## config.mk

```make
export PLATFORM = sky130hd
export DESIGN_NAME = fetch_ctrl_flat
export DESIGN_NICKNAME = d
export VERILOG_FILES = /design/src/rtl/rw_core_pkg.sv /design/src/rtl/fetch_ctrl_if.sv /design/src/rtl/fetch_buf.sv /design/src/rtl/fetch_ctrl.sv /design/src/flat_wrapper.sv
export SDC_FILE = /design/constraint.sdc
export NUM_CORES = 1
export LEC_CHECK = 0
export CAP_MARGIN = 30
export CELL_PAD_IN_SITES_DETAIL_PLACEMENT = 2
export CELL_PAD_IN_SITES_GLOBAL_PLACEMENT = 2
export CORE_MARGIN = 2
export CORE_UTILIZATION = 37
export CTS_CLUSTER_SIZE = 14
export DETAILED_ROUTE_END_ITERATION = 10
export PLACE_DENSITY_LB_ADDON = 0.05
export SYNTH_ARGS = -nofsm -noshare
export SYNTH_HDL_FRONTEND = slang
export SYNTH_HIERARCHICAL = 1
export SYNTH_SLANG_ARGS = --single-unit
```

## constraint.sdc

```tcl
create_clock -name clk -period 3.25 [get_ports clk]
set_input_delay 0.325 -clock clk [delete_from_list [all_inputs] [get_ports clk]]
set_output_delay 0.325 -clock clk [all_outputs]
set_load 0.02 [all_outputs]
```

## src/rtl/rw_core_pkg.sv

```systemverilog
// Shared RockWave core definitions: machine width, canonical NOP, fetch defaults
// and the {pc, inst} record that moves from Fetch to Decode.
package rw_core_pkg;

   localparam int              XLEN                 = 32;
   localparam logic [XLEN-1:0] INST_NOP             = 32'h0000_0013;
   localparam logic [XLEN-1:0] DEFAULT_RESET_VECTOR = 32'h0000_0000;
   localparam int              DEFAULT_ROM_AW       = 12;

   typedef struct packed {
      logic [XLEN-1:0] pc;
      logic [XLEN-1:0] inst;
   } fetch_entry_t;

endpackage

```

## src/rtl/fetch_ctrl_if.sv

```systemverilog
// Fetch-to-Decode instruction handshake: Fetch is the master, Decode the slave.
interface fetch_ctrl_if;
   import rw_core_pkg::*;

   logic            inst_valid;
   logic [XLEN-1:0] inst_data;
   logic [XLEN-1:0] inst_pc;
   logic            inst_ready;

   modport master (output inst_valid, inst_data, inst_pc, input inst_ready);
   modport slave  (input inst_valid, inst_data, inst_pc, output inst_ready);

endinterface

```

## src/rtl/fetch_buf.sv

```systemverilog
// DEPTH-entry shifting FIFO of fetched {pc, inst}; entry 0 is always the head,
// so the Decode-facing outputs come straight from flops.
module fetch_buf
   import rw_core_pkg::*;
#(
   parameter int              DEPTH    = 2,
   parameter logic [XLEN-1:0] RESET_PC = DEFAULT_RESET_VECTOR,
   localparam int             CW       = $clog2(DEPTH + 1)
) (
   input  logic         clk,
   input  logic         rst_n,
   input  logic         push,
   input  fetch_entry_t push_entry,
   input  logic         pop,
   input  logic         flush,
   output logic [CW-1:0] count,
   output logic         head_valid,
   output fetch_entry_t head
);

   fetch_entry_t  ent_q [DEPTH];
   fetch_entry_t  ent_d [DEPTH];
   logic [CW-1:0] count_q, count_d;
   logic [CW-1:0] base;
   logic          valid_q, valid_d;
   logic          pop_eff;

   always_comb begin
      ent_d   = ent_q;
      count_d = count_q;
      pop_eff = pop & valid_q;
      base    = count_q - CW'(pop_eff);
      if (pop_eff) begin
         for (int i = 0; i < DEPTH - 1; i++) ent_d[i] = ent_q[i + 1];
      end
      // A flush still honours the pop above: Decode keeps a head it handshook.
      if (flush) begin
         count_d = '0;
      end else begin
         for (int i = 0; i < DEPTH; i++) begin
            if (push && base == CW'(i)) ent_d[i] = push_entry;
         end
         count_d = base + CW'(push);
      end
      valid_d = (count_d != '0);
   end

   always_ff @(posedge clk or negedge rst_n) begin
      if (!rst_n) begin
         for (int i = 0; i < DEPTH; i++) ent_q[i] <= '{pc: RESET_PC, inst: INST_NOP};
         count_q <= '0;
         valid_q <= 1'b0;
      end else begin
         ent_q   <= ent_d;
         count_q <= count_d;
         valid_q <= valid_d;
      end
   end

   assign count      = count_q;
   assign head_valid = valid_q;
   assign head       = ent_q[0];

   a_no_overflow : assert property (@(posedge clk) disable iff (!rst_n)
      !(push && !flush && !pop_eff && count_q == CW'(DEPTH)));

endmodule

```

## src/rtl/fetch_ctrl.sv

```systemverilog
// RockWave Fetch stage: owns the PC, drives the synchronous ROM address and
// queues returned words (tagged with their PC) for Decode.
module fetch_ctrl
   import rw_core_pkg::*;
#(
   parameter logic [XLEN-1:0] RESET_VECTOR = DEFAULT_RESET_VECTOR,
   parameter int              ROM_AW       = DEFAULT_ROM_AW,
   parameter int              DEPTH        = 2
) (
   input  logic              clk,
   input  logic              rst_n,
   output logic [ROM_AW-1:0] rom_addr,
   input  logic [XLEN-1:0]   rom_q,
   input  logic              redirect_valid,
   input  logic [XLEN-1:0]   redirect_pc,
   fetch_ctrl_if.master      dec
);

   localparam int CW = $clog2(DEPTH + 1);
   localparam int OW = CW + 1;

   logic [XLEN-1:0] fetch_pc_q, fetch_pc_d;
   logic [XLEN-1:0] inflight_pc_q, inflight_pc_d;
   logic            inflight_q, inflight_d;
   logic            pop, issue, push;
   logic [CW-1:0]   count;
   logic [OW-1:0]   occupancy;
   fetch_entry_t    push_entry;
   fetch_entry_t    head;

   assign pop = dec.inst_valid & dec.inst_ready;

   // Slots committed after this edge; counting the pop lets a full-rate stream issue.
   assign occupancy  = OW'(count) + OW'(inflight_q) - OW'(pop);
   assign issue      = ~redirect_valid & (occupancy < OW'(DEPTH));
   assign push       = inflight_q & ~redirect_valid;
   assign push_entry = '{pc: inflight_pc_q, inst: rom_q};
   assign rom_addr   = fetch_pc_q[ROM_AW+1:2];

   always_comb begin
      fetch_pc_d    = fetch_pc_q;
      inflight_d    = 1'b0;
      inflight_pc_d = inflight_pc_q;
      if (redirect_valid) begin
         fetch_pc_d = redirect_pc & ~XLEN'(3);
      end else if (issue) begin
         inflight_d    = 1'b1;
         inflight_pc_d = fetch_pc_q;
         fetch_pc_d    = fetch_pc_q + XLEN'(4);
      end
   end

   always_ff @(posedge clk or negedge rst_n) begin
      if (!rst_n) begin
         fetch_pc_q    <= RESET_VECTOR;
         inflight_q    <= 1'b0;
         inflight_pc_q <= RESET_VECTOR;
      end else begin
         fetch_pc_q    <= fetch_pc_d;
         inflight_q    <= inflight_d;
         inflight_pc_q <= inflight_pc_d;
      end
   end

   fetch_buf #(
      .DEPTH    (DEPTH),
      .RESET_PC (RESET_VECTOR)
   ) u_buf (
      .clk        (clk),
      .rst_n      (rst_n),
      .push       (push),
      .push_entry (push_entry),
      .pop        (pop),
      .flush      (redirect_valid),
      .count      (count),
      .head_valid (dec.inst_valid),
      .head       (head)
   );

   assign dec.inst_data = head.inst;
   assign dec.inst_pc   = head.pc;

endmodule
```

## src/flat_wrapper.sv

```systemverilog
// flat-port wrapper written by rule: the top's interface ports become plain ports
module fetch_ctrl_flat import rw_core_pkg::*;
#(
   parameter logic [XLEN-1:0] RESET_VECTOR = DEFAULT_RESET_VECTOR,
   parameter int              ROM_AW       = DEFAULT_ROM_AW,
   parameter int              DEPTH        = 2
)
  (clk, rst_n, rom_addr, rom_q, redirect_valid, redirect_pc, dec_inst_valid, dec_inst_data, dec_inst_pc, dec_inst_ready);
  fetch_ctrl_if dec_i ();
  input  logic clk;
  input  logic rst_n;
  output logic [ROM_AW-1:0] rom_addr;
  input  logic [XLEN-1:0] rom_q;
  input  logic redirect_valid;
  input  logic [XLEN-1:0] redirect_pc;
  output wire logic [$bits(dec_i.inst_valid)-1:0] dec_inst_valid;
  output wire logic [$bits(dec_i.inst_data)-1:0] dec_inst_data;
  output wire logic [$bits(dec_i.inst_pc)-1:0] dec_inst_pc;
  input wire logic [$bits(dec_i.inst_ready)-1:0] dec_inst_ready;
  assign dec_inst_valid = dec_i.inst_valid;
  assign dec_inst_data = dec_i.inst_data;
  assign dec_inst_pc = dec_i.inst_pc;
  assign dec_i.inst_ready = dec_inst_ready;
  fetch_ctrl #(.RESET_VECTOR(RESET_VECTOR), .ROM_AW(ROM_AW), .DEPTH(DEPTH)) u_core (.clk(clk), .rst_n(rst_n), .rom_addr(rom_addr), .rom_q(rom_q), .redirect_valid(redirect_valid), .redirect_pc(redirect_pc), .dec(dec_i));
endmodule
```

# After elaboration in Yosys (flattened, before gate mapping)
# Cells that the tools add are included.
[word_totals]
register_bits = 196
in_bits = 68
out_inout_bits = 77
wordCells = 37
[classes]
add_sub_neg = 5
order_cmp = 1
n_eq_ne = 1
n_mux = 9
bitwise = 5
reduce_logical = 7
[ops]
columns = ["op", "n"]
rows = [
  ["2-to-1 mux 64 bit", 3],
  ["2-to-1 mux 128 bit", 1],
  ["2-to-1 mux 32 bit", 2],
  ["adder 32 x 3 -> 32 bit, second input constant", 1],
  ["AND 1 bit", 4],
  ["AND reduction 2 bit", 2],
  ["nonzero test 2 bit", 2],
  ["adder 2 x 1 -> 3 bit", 1],
  ["less-than comparator 3 x 2 -> 1 bit, second input constant", 1],
  ["subtractor 3 x 1 -> 3 bit", 1],
  ["adder 2 x 1 -> 2 bit", 1],
  ["== test 2 x 1 -> 1 bit, second input constant", 1],
  ["logical AND 1 bit", 2],
  ["logical NOT 2 bit", 1],
  ["2-to-1 mux 1 bit", 2],
  ["2-to-1 mux 2 bit", 1],
  ["subtractor 2 x 1 -> 2 bit", 1],
  ["NOT 1 bit", 1],
]

# Logic depth before layout (Yosys ltp)
[logic_depth]
ltp_word = 7
depth_mapped = 9
mapped_depth_nobuf = 9

# By module
# Netlist, hierarchy kept.
[modules_own_cells]
columns = ["module", "n_inst", "cells_each", "area_per_inst_um2", "seq_area_each_um2"]
rows = [
  ["fetch_buf", 1, 425, 6472.5, 3285.7],
  ["fetch_ctrl", 1, 274, 2967.8, 1526.5],
]

# Least setup slack after synthesis
# OpenSTA, ideal clock, no wires.
[synth_timing]
kind = "register -> register"
startpoint = "reg u_core.u_buf.valid_q (netlist: u_core/u_buf/head_valid)"
endpoint = "reg u_core.inflight_pc_q[10]"
setup_time_ps = 125
arrival_ps = 2542
required_ps = 3125
slack_ps = 583
stages_incl_launch_ff = 9
n_path_buf = 1
synth_period_minus_slack_ps = 2667
path_cell_list = "dfrtp_1 -> and2_1 -> ha_1 -> nor2b_1 -> fa_1 -> xnor2_2 -> nor3_1 -> buf_2 -> mux2_2"
[synth_via]
elab_chain_len = 5
[synth_lines]
columns = ["item", "line", "text"]
rows = [
  ["start, declared", "fetch_buf.sv:25", "logic valid_q, valid_d;"],
  ["start signal, assigned", "fetch_buf.sv:56", "valid_q <= valid_d;"],
  ["AND 1 bit", "fetch_ctrl.sv:31", "assign pop = dec.inst_valid & dec.inst_ready;"],
  ["net u_core.pop", "fetch_ctrl.sv:25", "logic pop, issue, push;"],
  ["subtractor 3 x 1 -> 3 bit", "fetch_ctrl.sv:34", "assign occupancy = OW'(count) + OW'(inflight_q) - OW'(pop);"],
  ["less-than comparator 3 x 2 -> 1 bit", "fetch_ctrl.sv:35", "assign issue = ~redirect_valid & (occupancy < OW'(DEPTH));"],
  ["AND 1 bit", "fetch_ctrl.sv:35", ""],
  ["AND reduction 2 bit (no line)", "--", ""],
  ["end signal, assigned", "fetch_ctrl.sv:61", "inflight_pc_q <= inflight_pc_d;"],
  ["end, declared", "fetch_ctrl.sv:23", "logic [XLEN-1:0] inflight_pc_q, inflight_pc_d;"],
]
# The timed path passes the listed nets, and every way through them passes these cells.
# A chain may end at the register's enable or synchronous reset.

# Worst setup path after layout
[layout_timing]
startpoint = "reg u_core.u_buf.valid_q (netlist: u_core/u_buf/head_valid)"
endpoint = "reg u_core.fetch_pc_q[25]"
[layout_via]
elab_chain_len = 5
[layout_lines]
columns = ["item", "line", "text"]
rows = [
  ["AND 1 bit", "fetch_ctrl.sv:31", ""],
  ["net u_core.pop", "fetch_ctrl.sv:25", ""],
  ["subtractor 3 x 1 -> 3 bit", "fetch_ctrl.sv:34", ""],
  ["less-than comparator 3 x 2 -> 1 bit", "fetch_ctrl.sv:35", ""],
  ["AND 1 bit", "fetch_ctrl.sv:35", ""],
  ["nonzero test 2 bit (no line)", "--", ""],
  ["end signal, assigned", "fetch_ctrl.sv:59", "fetch_pc_q <= fetch_pc_d;"],
  ["end, declared", "fetch_ctrl.sv:22", "logic [XLEN-1:0] fetch_pc_q, fetch_pc_d;"],
]
# The timed path passes the listed nets, and every way through them passes these cells.

==> qor.yml <==
synth_warnings: 6
status: "finished clean"
antenna_found_initial: 1
fp-row-count: 58
cp_max_fo: 6
async_flop_share_pct: 100
critPathRequiredTime_ps: 3590
cts_made_buffers: 17
timing.critical_path.from: "u_core/u_buf/head_valid"
skew_ps: 17.8
path_buf_inv: 1
r2r-end: "u_core/fetch_pc_q[25]"
p_per_area_nw_per_um2: 880
cts_root_buf: "clkbuf_16"
diodes: 0
syn-mean-instance-area_um2: 13.5
area_delta_synth_final_pct: 19.1
dieHeight_um: 164
critPathSlowestCell: "fa_1"
num_vias: 5469
drc: 0
drt_iter0_markers: 190
postRouteAntennaNets: 0
grt_start_max_net_pins: 92
worst_slew_pin_slew_ps: 861
final_common_cell: "dfrtp_1"
hold_violations: 0
syn-instance-count: 699
cts_tree: "done"
finalPower_mw: 9.90
crit_family: "simple AND/OR/NAND/NOR gates"
max_slew_margin_pct: 42.6
synth_edf_count: 0
cts_buffer_depth: 2
drt_wl_total_mm: 21.5
setup_violations: 0
ir_drop_mv: 0.293
htree_levels: 4
post-route-min-period_ps: 2910
ys_types: 43
die_w_um: 164
rr_startpoint: "u_core/u_buf/head_valid"
mostFrequentLayoutCells: "186 x dfrtp_1, 142 x mux2_2, 140 x clkdlybuf4s50_1, 60 x mux2_4, 44 x nand2_1"
worst_setup_path_end_kind: "register"
leakagePower_nw: 5.01
drive_gt1_share_pct: 34.0
min_path_type: "in2reg"
final_core_util_pct: 44.8
worstSetupPathType: "reg2reg"
grt_pass1_vias: 6357
pre_cts_slack_ps: 107
rsz0062_at_grt: "no"
routabilityCongestion: 0.735
synth-seq-cells: 192
synthFlopType: "dfrtp_1"
finalSetupTns_ps: 0
dieArea_um2: 26800
cts.reportedPaths.clkPinSlew_ps: 80
wire_per_inst_um: 19.2
critical_path.max_stage_delay_ps: 550
rr_worst_depth: 10
r2r_slack_ps: 340
numPortBuffers: 142
cp-endpoint: "u_core/fetch_pc_q[25]"
coreArea_um2: 25100
clk-insertion-delay-late_ps: 440
cp.depth: 10
cts_setup_buffers: 0
worstPathArrival_ps: 3250
fin_ws_ps: 341
timing.fmax_ghz: 0.344
start_util_pct: 37.6
place_hpwl_mm: 14.6
avgViaCountPerCell: 4.90
start_kind: "register"
ys_seq_area_share_pct: 51.0
cts_num_sinks: 192
grt_use_total_pct: 16.9
syn_area_um2: 9440
nets: 845
dr.pass1.iters: 4
worstPathCellList: "and2_1 > ha_1 > nor2b_1 > fa_1 > nand2b_1 > nor4_2 > buf_4 > nand3_1 > xor2_1 > o21ai_0"
ioPinCount: 145
slew_viol_final: 0
cts.repair.resized: 0
grt_overflow: 0
whs_ps: 340
grt_pass1_wl_mm: 35.0
post-route-period-util_pct: 89.5
drv_cap: 0
[synthesized netlist by cell type, types with 2 or more instances]
library cell | instances | area, µm²
o21ai_1 | 13 | 65.1
buf_2 | 12 | 60.1
xor2_1 | 25 | 219
inv_1 | 4 | 15.0
nand3b_1 | 2 | 15.0
and2_1 | 2 | 12.5
mux2_1 | 21 | 236
buf_4 | 76 | 571
clkbuf_1 | 8 | 30.0
dfstp_2 | 6 | 158
and3_1 | 2 | 12.5
buf_1 | 4 | 15.0
buf_12 | 6 | 120
mux2_4 | 60 | 901
nor4_4 | 2 | 42.5
dfrtp_1 | 186 | 4650
nor3_1 | 4 | 20.0
nor2_1 | 6 | 22.5
nand3_1 | 12 | 60.1
nand2_1 | 45 | 169
nand2b_1 | 2 | 12.5
nor4_1 | 3 | 18.8
nand4_1 | 12 | 75.1
o21ai_0 | 17 | 85.1
xnor2_1 | 7 | 61.3
ha_1 | 2 | 25.0
nor2b_1 | 3 | 18.8
mux2_2 | 142 | 1600
[worst min path at each step]
stage	start	to	slack, ps	cells after the start
2_1_floorplan	rst_n	u_core/fetch_pc_q[10]	30	0
6_report	redirect_valid	u_core/u_buf/count[0]	340	4
4_1_cts	redirect_valid	u_core/u_buf/count[0]	320	4
3_5_place_dp	rst_n	u_core/u_buf/head[9]	440	1
5_1_grt	redirect_valid	u_core/u_buf/count[0]	340	4
3_3_place_gp	rst_n	u_core/u_buf/head[9]	430	1
[logic make-up (layout without fill, tap and decap cells)]
family                   after synthesis  after routing  share of synthesized area, %
multiplexers                         224            224                          29.1
flip-flops                           192            192                          51.0
buffers and inverters                111            195                          8.71
AND/OR/NAND/NOR                      101            101                          5.67
AO/OA/AOI/OAI                         34             34                          1.90
XOR/XNOR                              33             33                          3.14
adder cells (fa/ha/maj)                3              3                         0.477
other                                  1              4                        0.0397
[layout make-up]
cell class | instances | area (µm²)
multi-input combinational | 399 | 3840
tap | 330 | 413
fill | 2511 | 13900
clock inverter | 13 | 119
clock buffer | 18 | 439
timing repair buffer | 160 | 1600
sequential | 192 | 4810
inverter | 4 | 15.0
[state kept, by name, summed over array words and instances (netlist names)]
register / count
u_core/u_buf/ent_q: 64
u_core/u_buf/head: 64
u_core/fetch_pc_q: 30
u_core/inflight_pc_q: 30
u_core/u_buf/count: 2
u_core/inflight_q: 1
u_core/u_buf/head_valid: 1
[repair_timing]
action / in CTS / in global routing
endpoints found under the hold margin: 27 / 0
endpoints found under the setup margin: 0 / 0
hold buffers: 1 / 0
[where the power goes]
part           switching [mW]  leakage [nW]  internal, mW
sequential              0.628          2.40          3.38
combinational            1.58          2.34          2.27
clock                    1.01         0.276          1.03
total                    3.22          5.01          6.68
[routing by layer]
layer / part of all wire (%) / wire length (µm) / GRT usage (%) / up-vias
met5: 0.061 / 13 / 0 / -
met4: 0.76 / 164 / 4.55 / 2
met3: 3.0 / 651 / 3.33 / 13
met2: 53 / 11400 / 30.0 / 92
met1: 43 / 9240 / 21.1 / 2865
li1: - / - / - / 2497
[stage by stage]
step	area, µm²	instances
floorplan	9450	702
global placement	10600	1083
detailed placement	10700	1084
CTS	11200	1116
global route	11200	1116
finish	11200	1116
[worst register-to-register path, delay by kind of cell (launching register included)]
family / cells / cell delay, ps
and+or+nand+nor: 5 / 940
xor gates and xnor gates: 1 / 140
DFF: 1 / 450
adders and majority gates: 2 / 850
buffers and inverters: 1 / 200
AOI/OAI and AO/OA: 1 / 230
No activity file was read; power rests on OpenSTA's default activity.
